==> src/rtl/mem_access_unit.sv <==
// mem_access_unit
//   MEM-stage load/store unit sitting between the EX/MEM pipeline register and a
//   variable-latency data memory. It steers byte lanes, generates byte enables,
//   sign/zero-extends load data, flags misaligned and conflicting accesses, aborts
//   on memory timeout, and stalls the pipeline until each access completes.
//
// Ports
//   clk, rst_n                 clock (rising edge), async active-low reset
//   valid_i                    instruction present in MEM (held while stall_o=1)
//   MemRead_MEM, MemWrite_MEM  load / store request
//   address_MEM                byte address
//   size_i, sign_ext_i         0=byte 1=half 2=word 3=dword, load extension mode
//   Rd2_Reg_out_MEM            right-justified store data
//   ReadData_MEM               extended load result (held until next load completes)
//   done_o, err_o              completion pulse and status (00 ok, 01 misaligned,
//                              10 timeout, 11 read+write both set)
//   stall_o                    hold pipeline
//   mem_req .. mem_be          memory request side (aligned address, lane data)
//   mem_rdata, mem_ack         memory response side
//
// state  | meaning
// IDLE   | waiting for a load/store; accepts it combinationally (stall same cycle)
// REQ    | request on the memory bus, waiting for mem_ack or timeout
// DONE   | one-cycle completion pulse; held valid_i is not re-accepted here

module mem_access_unit #(
    parameter int DATA_W  = 64,
    parameter int ADDR_W  = 64,
    parameter int TIMEOUT = 255
) (
    input  logic                  clk,
    input  logic                  rst_n,
    input  logic                  valid_i,
    input  logic                  MemRead_MEM,
    input  logic                  MemWrite_MEM,
    input  logic [ADDR_W-1:0]     address_MEM,
    input  logic [1:0]            size_i,
    input  logic                  sign_ext_i,
    input  logic [DATA_W-1:0]     Rd2_Reg_out_MEM,
    output logic [DATA_W-1:0]     ReadData_MEM,
    output logic                  done_o,
    output logic [1:0]            err_o,
    output logic                  stall_o,
    output logic                  mem_req,
    output logic                  mem_we,
    output logic [ADDR_W-1:0]     mem_addr,
    output logic [DATA_W-1:0]     mem_wdata,
    output logic [DATA_W/8-1:0]   mem_be,
    input  logic [DATA_W-1:0]     mem_rdata,
    input  logic                  mem_ack
);

    localparam int BYTES = DATA_W / 8;
    localparam int OFF_W = $clog2(BYTES);
    localparam int CNT_W = $clog2(TIMEOUT + 1);

    localparam logic [1:0] S_IDLE = 2'd0;
    localparam logic [1:0] S_REQ  = 2'd1;
    localparam logic [1:0] S_DONE = 2'd2;

    logic [1:0]        state;
    logic [CNT_W-1:0]  cnt;
    logic              we_q;
    logic              sext_q;
    logic [1:0]        size_q;
    logic [OFF_W-1:0]  off_q;
    logic [ADDR_W-1:0] addr_q;
    logic [DATA_W-1:0] wdata_q;
    logic [1:0]        err_q;

    logic              accept;
    logic              misaligned;
    logic [ADDR_W-1:0] align_mask;
    logic              in_req;

    logic [DATA_W-1:0] wd_shift;
    logic [DATA_W-1:0] rd_shift;
    logic [DATA_W-1:0] lane_wdata;
    logic [DATA_W-1:0] rd_fmt;
    logic [BYTES-1:0]  lane_be;
    logic              sbit;

    // rst_n gates acceptance so every output, stall included, reads 0 during reset.
    assign accept = rst_n && (state == S_IDLE) && valid_i && (MemRead_MEM || MemWrite_MEM);

    // Sizes wider than the bus are treated as misaligned.
    assign align_mask = (ADDR_W'(1) << size_i) - ADDR_W'(1);
    assign misaligned = (|(address_MEM & align_mask)) || (int'(size_i) > OFF_W);

    assign in_req = (state == S_REQ);

    always_comb begin
        lane_be    = '0;
        lane_wdata = '0;
        rd_fmt     = '0;
        sbit       = 1'b0;
        wd_shift   = wdata_q << (8 * off_q);
        rd_shift   = mem_rdata >> (8 * off_q);
        for (int i = 0; i < BYTES; i++) begin
            if (i >= int'(off_q) && i < int'(off_q) + (1 << size_q)) begin
                lane_be[i]         = 1'b1;
                lane_wdata[8*i +: 8] = wd_shift[8*i +: 8];
            end
            // Bytes are visited low to high, so sbit is settled before the fill bytes.
            if (i < (1 << size_q)) begin
                rd_fmt[8*i +: 8] = rd_shift[8*i +: 8];
                if (i == (1 << size_q) - 1)
                    sbit = sext_q & rd_shift[8*i + 7];
            end else begin
                rd_fmt[8*i +: 8] = {8{sbit}};
            end
        end
    end

    always_ff @(posedge clk or negedge rst_n) begin
        if (!rst_n) begin
            state        <= S_IDLE;
            cnt          <= '0;
            we_q         <= 1'b0;
            sext_q       <= 1'b0;
            size_q       <= '0;
            off_q        <= '0;
            addr_q       <= '0;
            wdata_q      <= '0;
            err_q        <= '0;
            ReadData_MEM <= '0;
        end else begin
            case (state)
                S_IDLE: begin
                    if (accept) begin
                        we_q    <= MemWrite_MEM;
                        sext_q  <= sign_ext_i;
                        size_q  <= size_i;
                        off_q   <= address_MEM[OFF_W-1:0];
                        addr_q  <= address_MEM & ~ADDR_W'(BYTES - 1);
                        wdata_q <= Rd2_Reg_out_MEM;
                        cnt     <= CNT_W'(TIMEOUT);
                        if (MemRead_MEM && MemWrite_MEM) begin
                            err_q <= 2'b11;
                            state <= S_DONE;
                        end else if (misaligned) begin
                            err_q <= 2'b01;
                            state <= S_DONE;
                        end else begin
                            err_q <= 2'b00;
                            state <= S_REQ;
                        end
                    end
                end
                S_REQ: begin
                    // Down-counter: the TIMEOUT-th REQ cycle without ack is terminal.
                    if (mem_ack) begin
                        if (!we_q)
                            ReadData_MEM <= rd_fmt;
                        err_q <= 2'b00;
                        cnt   <= '0;
                        state <= S_DONE;
                    end else if (cnt == CNT_W'(1)) begin
                        if (!we_q)
                            ReadData_MEM <= '0;
                        err_q <= 2'b10;
                        cnt   <= '0;
                        state <= S_DONE;
                    end else begin
                        cnt <= cnt - CNT_W'(1);
                    end
                end
                S_DONE: begin
                    state <= S_IDLE;
                end
                default: begin
                    state <= S_IDLE;
                end
            endcase
        end
    end

    assign stall_o   = accept || in_req;
    assign done_o    = (state == S_DONE);
    assign err_o     = done_o ? err_q : 2'b00;
    assign mem_req   = in_req;
    assign mem_we    = in_req & we_q;
    assign mem_addr  = in_req ? addr_q : '0;
    assign mem_wdata = in_req ? lane_wdata : '0;
    assign mem_be    = in_req ? lane_be : '0;

endmodule

==> config.mk <==
export PLATFORM = sky130hd
export DESIGN_NAME = mem_access_unit
export DESIGN_NICKNAME = d
export VERILOG_FILES = /design/src/rtl/mem_access_unit.sv
export SDC_FILE = /design/constraint.sdc
export NUM_CORES = 1
export LEC_CHECK = 0
export CAP_MARGIN = 10
export CORE_MARGIN = 1
export CORE_UTILIZATION = 30
export DETAILED_ROUTE_END_ITERATION = 7
export GPL_TIMING_DRIVEN = 0
export SYNTH_ARGS = -nofsm -noshare
export SYNTH_HDL_FRONTEND = slang
export SYNTH_SLANG_ARGS = --single-unit
==> constraint.sdc <==
create_clock -name clk -period 6.7 [get_ports clk]
set_input_delay 1.005 -clock clk [delete_from_list [all_inputs] [get_ports clk]]
set_output_delay 1.005 -clock clk [all_outputs]
set_load 0.1 [all_outputs]
==> impl_metrics.toml <==
[power_and_ir_drop]
leakage_nw = 7.98
p_int_w = 0.00349
p_per_area_nw_per_um2 = 363
ir_drop_v = 0.000194
combPwrFrac = 0.498
sequentialPowerShare = 0.283
p_sw_w = 0.00309
switching_share = 0.469
pwr-share-clk = 0.219

[detailed_routing]
drt-initial-drc-count = 923
drt-total-wl_um = 54700
drc = 0
wire_per_inst_um = 23.2
drtPass1Iterations = 5
antenna_left = 0
viasPerCell = 5.27
num_vias = 12400

[synthesis]
synth_top_area_frac = 0.416
synth.area.top_cells = "dfrtp_1 (42%), nand2_1 (13%), mux4_2 (8.1%), mux2i_1 (6.2%), and2_1 (3.7%)"
yosysSeqAreaShare = 0.416
synth_area_um2 = 12500
synth_common_cells = "nand2_1 (449), dfrtp_1 (208), mux2i_1 (77)"
synthAdderAreaFrac = 0.00600
async_flop_share = 1.00
synth_edf_count = 0
synth-main-ff-cell = "dfrtp_1"
muxShareOfSynthArea = 0.165
synth_simple_gate_area_frac = 0.236
synth.most_common_cell = "nand2_1"
yosysTopAreaCell = "dfrtp_1"
synth_top_family_by_area = "simple AND/OR/NAND/NOR gates"
syn-instance-count = 1373
synth.ff_latch_count = 208
synth_compound_area_frac = 0.132
synthXorXnorAreaFrac = 0.000700
yosysUniqueCellTypes = 74
yosys_warnings = 0
synth.avg_cell_area_um2 = 9.11

[timing]
finalWorstSetupSlack_ns = 0.299
skew_ns = 0.0130
setup_tns_ns = 0
tightest_slew_ns = 1.09
fmax_ghz = 0.156
hold_viol = 0
rsz0062_at_grt = "false"
hold_ws_ns = 0.465
final.period_utilization = 0.955
fin_crit_ns = 6.40
slew_viol_final = 0
relSlewSlack = 0.273
finalSetupViolCount = 0

[global_routing]
antenna_found_initial = 3
grt_pass1_wl_um = 80200
grt_max_degree = 117
track_usage = 0.254
grt-ovfl-total = 0
grt_pass1_vias = 12700

[clock_network]
cts_tree = "yes"
cts.htree.levels = 1
path_clk_slew_ns = 0.06
cts_setup_buffers = 0
hold_buffers = 0
clkLatencyLatePin_ns = 0.55
cts-resized-gates = 0
root_buffer = "clkbuf_16"
clockBufferDepth = 3
cts_sinks = 208
numCtsBuffers = 26

[place]
dp_slack_ns = 0.710
place_congestion = 0.900
placed_cell_area_um2 = 17200
port_buffers = 403
hpwl_um = 42200

[critical_path]
worst_ep_required_time_ns = 5.69
arrival_ns = 5.40
worst_setup_path_start_kind = "register"
worstSetupPathType = "reg -> out"
critical_path_peak_fanout = 10
cp-end-kind = "primary output"

[floorplan]
die_height_um = 206
die_x_um = 206
die_area_um2 = 42500
ios = 407
initial_core_util = 0.306
core_area_um2 = 40900
num_rows = 74

[job]
cap_violations = 0

[min_path]
min_path_type = "reg -> reg"

[finish]
fin_nets = 2014
design_area_um2 = 18100
multi_input_area_um2 = 6760
n_fill_cell = 4052
seqCellArea_um2 = 5200
final_util = 0.443
layout-drive-gt1-share = 0.0943
area_growth_pct = 44.9

[outcome]
status = "complete, no violations"
## area by class of cell
type                            count  share of cell area
Antenna cell                        3            0.000414
Buffer                            103              0.0265
Clock buffer                       36              0.0419
Clock inverter                      9             0.00546
Inverter                           19             0.00394
Multi-Input combinational cell   1045               0.373
Sequential cell                   208               0.287
Tap cell                          532              0.0367
Timing Repair Buffer              404               0.224
## power groups by stage
| stage | combinational [W] | sequential (W) | clock, W |
|---|---|---|---|
| 3_3_place_gp | 0.00323 | 0.00187 | 0 |
| 2_1_floorplan | 0.00130 | 0.00283 | 0 |
| 4_1_cts | 0.00327 | 0.00186 | 0.00147 |
| 3_5_place_dp | 0.00326 | 0.00188 | 0 |
| 5_1_grt | 0.00343 | 0.00190 | 0.00152 |
| 6_report | 0.00327 | 0.00186 | 0.00144 |
## cell families (layout without fill, tap and decap cells)
kind of cell,count (synthesis),after routing
compound gates,211,211
xor+xnor,1,1
fa+ha+maj,6,6
buf+inv,122,571
flops,208,208
mux,146,146
other cells,1,6
simple gates,678,678
## flip-flops by register name, summed over array words and instances, names as in the netlist
name and count:
cnt 8, state 2, sext_q 1, ReadData_MEM 64, size_q 2, wdata_q 64
addr_q 61, we_q 1, err_q 2, off_q 3
## path summary, 6_finish.rpt
path / slack, ns / end / cells past startpoint / start
min: 0.46 / addr_q[63]$_DFFE_PN0P_ / 2 / addr_q[63]$_DFFE_PN0P_
min in group asynchronous: 0.48 / addr_q[7]$_DFFE_PN0P_ / 1 / rst_n
max: 0.30 / mem_wdata[22] / 14 / off_q[1]$_DFFE_PN0P_
max in group asynchronous: 5.17 / wdata_q[19]$_DFFE_PN0P_ / 2 / rst_n
min reg2reg: 0.46 / addr_q[63]$_DFFE_PN0P_ / 2 / addr_q[63]$_DFFE_PN0P_
max reg2reg: 3.99 / ReadData_MEM[42]$_DFFE_PN0P_ / 7 / off_q[0]$_DFFE_PN0P_
## through the flow
step,total power [W],instances
floorplan,0.00413,1375
global placement,0.00510,2310
detailed placement,0.00514,2311
CTS,0.00659,2356
global route,0.00685,2357
finish,0.00657,2359
## critical path, stage by stage (launching register included)
cell             delay, ns
dfrtp_1               0.36
buf_6                 0.14
buf_4                 0.21
buf_2                 0.39
buf_2                 0.40
buf_2                 0.34
xnor2_1               0.12
ha_1                  0.23
nor2b_1               0.13
o22ai_1               0.09
a221o_1               0.34
buf_2                 0.20
o311ai_4              0.63
nor2b_1               0.21
clkdlybuf4s50_1       1.03
## per-layer routing
layer,vias to the layer above,global-route usage,part of all wire
met4,0,0.0882,0.034
li1,5631,-,-
met3,111,0.0541,0.085
met5,-,0,0
met2,599,0.416,0.46
met1,6094,0.332,0.42
## cell usage in the layout (no fill, tap or decap), types with 6 or more instances in the layout
master	count
a211o_1	8
a21oi_1	31
a221o_1	32
a22oi_1	8
a2bb2oi_1	8
a32o_1	17
and2_1	73
and3_1	6
buf_2	27
buf_4	12
clkbuf_1	63
clkbuf_16	27
clkdlybuf4s50_1	402
clkinv_2	6
dfrtp_1	208
ha_1	6
inv_1	18
mux2_2	23
mux2i_1	77
mux4_2	45
nand2_1	449
nand2b_1	10
nand3_1	6
nor2_1	70
nor2b_1	34
nor3_1	7
nor4_1	8
o21ai_0	41
o22ai_1	9
o2bb2ai_1	10
Power figures use the tool's default switching activity.
